===== src/rtl/controle_dispensa_pkg.sv =====
// rtl/controle_dispensa_pkg.sv - shared FSM state type and erro code constants for controle_dispensa
package controle_dispensa_pkg;

  typedef enum logic [2:0] {
    IDLE,
    VALIDA,
    DISPENSA,
    CONFIRMA,
    ERRO
  } estado_t;

  localparam logic [1:0] ERR_NONE    = 2'b00;
  localparam logic [1:0] ERR_SLOT    = 2'b01;
  localparam logic [1:0] ERR_VAZIO   = 2'b10;
  localparam logic [1:0] ERR_CREDITO = 2'b11;

endpackage


===== src/rtl/controle_dispensa_estoque_slots.sv =====
// rtl/controle_dispensa_estoque_slots.sv - per-slot stock counters with reload, decrement/clear and zero flag
module estoque_slots #(
  parameter int N_SLOTS   = 16,
  parameter int STOCK_MAX = 7,
  parameter int STOCK_W   = 3,
  parameter int IDX_W     = 4
) (
  input  logic             clk,
  input  logic             rst_n,
  input  logic             reload,
  input  logic             dec,
  input  logic             clr,
  input  logic [IDX_W-1:0] idx,
  output logic             zero
);

  logic [STOCK_W-1:0] stock [N_SLOTS];

  always_ff @(posedge clk or negedge rst_n) begin
    if (!rst_n) begin
      for (int i = 0; i < N_SLOTS; i++) stock[i] <= STOCK_W'(STOCK_MAX);
    end else if (reload) begin
      for (int i = 0; i < N_SLOTS; i++) stock[i] <= STOCK_W'(STOCK_MAX);
    end else if (clr) begin
      stock[idx] <= '0;
    end else if (dec && !zero) begin
      stock[idx] <= stock[idx] - 1'b1;
    end
  end

  // An index past the last slot reads as empty so it can never be dispensed.
  assign zero = (int'(idx) < N_SLOTS) ? (stock[idx] == '0) : 1'b1;

endmodule


===== src/rtl/controle_dispensa.sv =====
// rtl/controle_dispensa.sv - keypad selection responder: validates slot/stock/credit, runs motor, debits, pulses ok
// Optional drop-sensor early exit and jam detection enabled by defining SENSOR_QUEDA_EN.
module controle_dispensa
  import controle_dispensa_pkg::*;
#(
  parameter int N_LIN        = 4,
  parameter int N_COL        = 4,
  parameter int SEL_W        = 4,
  parameter int CRED_W       = 8,
  parameter int PRECO        = 50,
  parameter int STOCK_MAX    = 7,
  parameter int MOTOR_CYCLES = 100,
  parameter int ERR_CYCLES   = 20
) (
  input  logic               clk,
  input  logic               rst_n,
  input  logic               sel_valid,
  input  logic [SEL_W-1:0]   linha,
  input  logic [SEL_W-1:0]   coluna,
  input  logic [CRED_W-1:0]  credito,
  input  logic               repor,
  input  logic               sensor_queda,
  output logic               motor_en,
  output logic [SEL_W*2-1:0] motor_slot,
  output logic               debito,
  output logic [CRED_W-1:0]  debito_valor,
  output logic               ok,
  output logic [1:0]         erro,
  output logic               ocupado
);

  localparam int STOCK_W = $clog2(STOCK_MAX + 1);
  localparam int N_SLOTS = N_LIN * N_COL;
  localparam int IDX_W   = (N_SLOTS > 1) ? $clog2(N_SLOTS) : 1;
  localparam int CNT_MAX = (MOTOR_CYCLES > ERR_CYCLES) ? MOTOR_CYCLES : ERR_CYCLES;
  localparam int CNT_W   = (CNT_MAX > 1) ? $clog2(CNT_MAX) : 1;

  estado_t           state, nxt;
  logic [CNT_W-1:0]  cnt, cnt_nxt;
  logic [1:0]        err_code, code_nxt;
  logic              cap, reload, dec, clr, zero, slot_ok;
  logic [IDX_W-1:0]  idx;
  logic [SEL_W-1:0]  lin_r, col_r;

  assign lin_r   = motor_slot[SEL_W*2-1:SEL_W];
  assign col_r   = motor_slot[SEL_W-1:0];
  assign slot_ok = (int'(lin_r) < N_LIN) && (int'(col_r) < N_COL);
  assign idx     = slot_ok ? IDX_W'(int'(lin_r) * N_COL + int'(col_r)) : '0;

`ifndef SENSOR_QUEDA_EN
  logic unused_sensor;
  assign unused_sensor = sensor_queda;
`endif

  estoque_slots #(
    .N_SLOTS  (N_SLOTS),
    .STOCK_MAX(STOCK_MAX),
    .STOCK_W  (STOCK_W),
    .IDX_W    (IDX_W)
  ) u_estoque (
    .clk   (clk),
    .rst_n (rst_n),
    .reload(reload),
    .dec   (dec),
    .clr   (clr),
    .idx   (idx),
    .zero  (zero)
  );

  always_ff @(posedge clk or negedge rst_n) begin
    if (!rst_n) begin
      state      <= IDLE;
      cnt        <= '0;
      err_code   <= ERR_NONE;
      motor_slot <= '0;
    end else begin
      state    <= nxt;
      cnt      <= cnt_nxt;
      err_code <= code_nxt;
      if (cap) motor_slot <= {linha, coluna};
    end
  end

  always_comb begin
    nxt      = state;
    cnt_nxt  = cnt;
    code_nxt = err_code;
    cap      = 1'b0;
    reload   = 1'b0;
    dec      = 1'b0;
    clr      = 1'b0;
    case (state)
      IDLE: begin
        cnt_nxt = '0;
        reload  = repor;
        if (sel_valid) begin
          cap = 1'b1;
          nxt = VALIDA;
        end
      end
      VALIDA: begin
        cnt_nxt = '0;
        if (!slot_ok) begin
          nxt      = ERRO;
          code_nxt = ERR_SLOT;
        end else if (zero) begin
          nxt      = ERRO;
          code_nxt = ERR_VAZIO;
        end else if (credito < CRED_W'(PRECO)) begin
          nxt      = ERRO;
          code_nxt = ERR_CREDITO;
        end else begin
          nxt = DISPENSA;
        end
      end
      DISPENSA: begin
        cnt_nxt = cnt + 1'b1;
`ifdef SENSOR_QUEDA_EN
        if (sensor_queda) begin
          nxt     = CONFIRMA;
          cnt_nxt = '0;
        end else if (cnt == CNT_W'(MOTOR_CYCLES - 1)) begin
          // No drop seen within the motor window: the slot is jammed.
          clr      = 1'b1;
          nxt      = ERRO;
          code_nxt = ERR_VAZIO;
          cnt_nxt  = '0;
        end
`else
        if (cnt == CNT_W'(MOTOR_CYCLES - 1)) begin
          nxt     = CONFIRMA;
          cnt_nxt = '0;
        end
`endif
      end
      CONFIRMA: begin
        dec = 1'b1;
        nxt = IDLE;
      end
      ERRO: begin
        cnt_nxt = cnt + 1'b1;
        if (cnt == CNT_W'(ERR_CYCLES - 1)) begin
          nxt      = IDLE;
          cnt_nxt  = '0;
          code_nxt = ERR_NONE;
        end
      end
      default: nxt = IDLE;
    endcase
  end

  assign motor_en     = (state == DISPENSA);
  assign debito       = (state == CONFIRMA);
  assign debito_valor = debito ? CRED_W'(PRECO) : '0;
  assign ok           = (state == CONFIRMA) || ((state == ERRO) && (cnt == CNT_W'(ERR_CYCLES - 1)));
  assign erro         = (state == ERRO) ? err_code : ERR_NONE;
  assign ocupado      = (state != IDLE);

endmodule

===== config.mk =====
export PLATFORM = sky130hd
export DESIGN_NAME = controle_dispensa
export DESIGN_NICKNAME = d
export VERILOG_FILES = /design/src/rtl/controle_dispensa_pkg.sv /design/src/rtl/controle_dispensa_estoque_slots.sv /design/src/rtl/controle_dispensa.sv
export SDC_FILE = /design/constraint.sdc
export NUM_CORES = 1
export LEC_CHECK = 0
export ABC_CLOCK_PERIOD_IN_PS = 3600
export BUFFER_PORTS_ARGS = -buffer_cell sky130_fd_sc_hd__buf_2
export CAP_MARGIN = 5
export CORE_AREA = 3 3 88 90
export DETAILED_ROUTE_END_ITERATION = 7
export DIE_AREA = 0 0 91 93
export PLACE_DENSITY = 0.75
export SLEW_MARGIN = 5
export SYNTH_ARGS = -nofsm -noshare
export SYNTH_HDL_FRONTEND = slang
export SYNTH_SLANG_ARGS = --single-unit

===== constraint.sdc =====
create_clock -name clk -period 3.6 [get_ports clk]
set_clock_uncertainty 0.2 [all_clocks]
set_input_delay 0.36 -clock clk [delete_from_list [all_inputs] [get_ports clk]]
set_output_delay 0.36 -clock clk [all_outputs]
set_load 0.05 [all_outputs]

==> reports/metrics.cfg <==
[outcome]
status = completed

[global_route]
grt_max_degree = 41
grt_pass1_vias = 3295
antenna_found_initial = 0
grt_pass1_wl_um = 16640
overflow = 0
track_usage_pct = 24.93

[drt]
vias = 3348
met1Wirelength_um = 4445
wl_met3_um = 649
wl_per_cell_um = 17.78
drt-total-wl_um = 9831
viasPerCell = 6.054
dr.first_iter.drc_count = 291
ant_nets = 0
drcViolationCount = 0
dr_wl_met2_um = 4536
drtPass1Iterations = 5
top_layer = met4

[final_layout]
drive_gt1_share_pct = 31.06
final_net_count = 474
antenna_cells = 0
area_delta_synth_final_pct = 10.91
final_util_pct = 63.64

[yosys]
synth.most_common_cell = nor2_1
netlist_top_cells_count = nor2_1, dfstp_2, mux2i_1, nand2_1, dfrtp_1
async_flop_share_pct = 100.0
synth_area_um2 = 4095
netlist_instances = 417
yosysTopAreaCell = dfstp_2
synth_seq_cells = 68
ys_warn_count = 0
ys_seq_area_share_pct = 43.02
avgSynthCellArea_um2 = 9.821
ys.flop_type = dfstp_2
ys_types = 59
yosys-top-cells-area = dfstp_2, dfrtp_1, mux2i_1
synth_edf_count = 0
synth_top_area_share_pct = 30.80

[cts]
cts_buffers = 9
h-tree-depth = 3
insertion_delay_ps = 350
clk_pin_slew_ps = 70
clock_path_buffers = 2
cts.sinks = 68
clock-root-buffer = clkbuf_8
cts_tree = built
post-cts-setup-buffers = 0

[placement]
portBuffers = 35
place_congestion = 0.9613
place_hpwl_um = 7022

[min_path]
min_path_type = primary input to register
min_from = coluna[2]

[timing]
setup_violations = 0
min_period_ps = 3402
final_max_slew_viol_count = 0
hold_viol_final = 0
fin_crit_sh_pct = 94.50
setup_tns_ps = 0
tightest_slew_ps = 678.4
slew_headroom_pct = 54.78
max_freq_mhz = 293.9
rsz0062_at_grt = no

[critical_path]
r2r_cells = 10
endpoint_kind = register
worstSetupPathType = register to register
r2r_slack_ps = 200
cp_data_arrival_time_ps = 3470
crit_required_ps = 3670
reg2reg_to = u_estoque.stock[5]
cp-startpoint = motor_slot[2]
cp-endpoint = u_estoque.stock[5]
cp_max_fo = 9
startpoint_type = register
r2r_start = motor_slot[2]

[floorplanning]
die_y_um = 93
dieWidth_um = 91
coreArea_um2 = 7137
start_util_pct = 57.38
die-area_um2 = 8463
rows = 31
pin_count = 43

[power_and_ir_drop]
power_leakage_nw = 1.934
vdd_drop_max_uv = 636.9
p_per_area_nw_per_um2 = 625.4

[run]
max_cap_viol_count = 0

[critical path, stage by stage (launching register included)]
cell and delay, ps:
dfrtp_1 440, ha_1 270, xor2_1 310, and3_1 410, o221ai_1 190, o211ai_1 130, a21oi_1 90, ha_1 260
or3_1 480, or3_1 390, o311a_1 140
[state kept, by name, summed over array words and instances, names as in the netlist]
register and cells:
cnt 7, err_code 2, u_estoque.stock 48, motor_slot 8, state 3
[worst min path at each step]
stage                               end  slack (ps)  cells past startpoint
after floorplan                  cnt[0]        -140                      0
after global placement    motor_slot[6]         220                      1
after detailed placement  motor_slot[6]         230                      1
after CTS                 motor_slot[2]          20                      2
after global routing      motor_slot[2]          30                      2
final                     motor_slot[2]          40                      2
[per-layer routing]
metal	track usage, %	vias up
li1	-	1562
met1	33.67	1629
met2	39.85	139
met3	4.747	18
met4	9.925	0
met5	0	-
[layout by cell type, fill, tap and decap left out, drive strengths merged, types with 2 or more instances in the layout]
cell type,count
and3,19
o221ai,2
a211oi,8
xor2,2
clkbuf,14
a21oi,12
clkinv,2
nor3b,2
inv,5
o21ai,8
xnor2,4
o311a,8
dfrtp,20
nor2b,7
mux2i,39
o22ai,3
nor4,3
nand3,9
dfstp,48
mux4,5
conb,5
nand4,9
o41ai,2
nor2,62
or4,2
ha,4
a21o,2
nand2,30
or3,8
buf,53
mux2,10
a311o,2
nor3,19
and2,9
[per-stage QoR]
step	hold WS (ps)	power (mW)	std cells	area, um2	worst slack (ps)
2_1_floorplan	-135.6	1.920	421	4111	35.96
3_3_place_gp	224.9	2.260	536	4369	316.2
3_5_place_dp	233.7	2.279	536	4369	252.0
4_1_cts	23.85	2.840	553	4542	234.5
5_1_grt	31.09	3.010	553	4542	3.953
6_report	37.85	2.840	553	4542	197.9
[where the power goes]
group	leakage (nW)	internal, mW	switching [mW]
Clock	0.0844	0.268	0.286
Sequential	0.756	0.839	0.142
Combinational	1.09	0.426	0.879
[logic make-up after synthesis]
| family | Yosys count | synth area share [%] |
|---|---|---|
| XOR/XNOR | 6 | 1.467 |
| AO/OA/AOI/OAI | 57 | 10.48 |
| AND/OR/NAND/NOR | 184 | 22.91 |
| adder cells (fa/ha/maj) | 5 | 1.467 |
| buffers and inverters | 42 | 5.530 |
| multiplexers | 54 | 15.03 |
| other | 1 | 0.09157 |
| flip-flops | 68 | 43.02 |
[cell type report]
cell class | count | area (um2)
clock buffer | 14 | 152.6
clock inverter | 2 | 10.01
fill | 597 | 2595
inverter | 5 | 18.77
multi-input combinational | 311 | 2128
sequential | 68 | 1763
tap | 99 | 123.9
timing repair buffer | 54 | 345.3
[what timing repair did]
item / CTS / global route
hold endpoints to repair: 8 / 0
gates resized for setup: 0 / 0
hold buffers: 1 / 0
(Power assumes the default switching activity.)
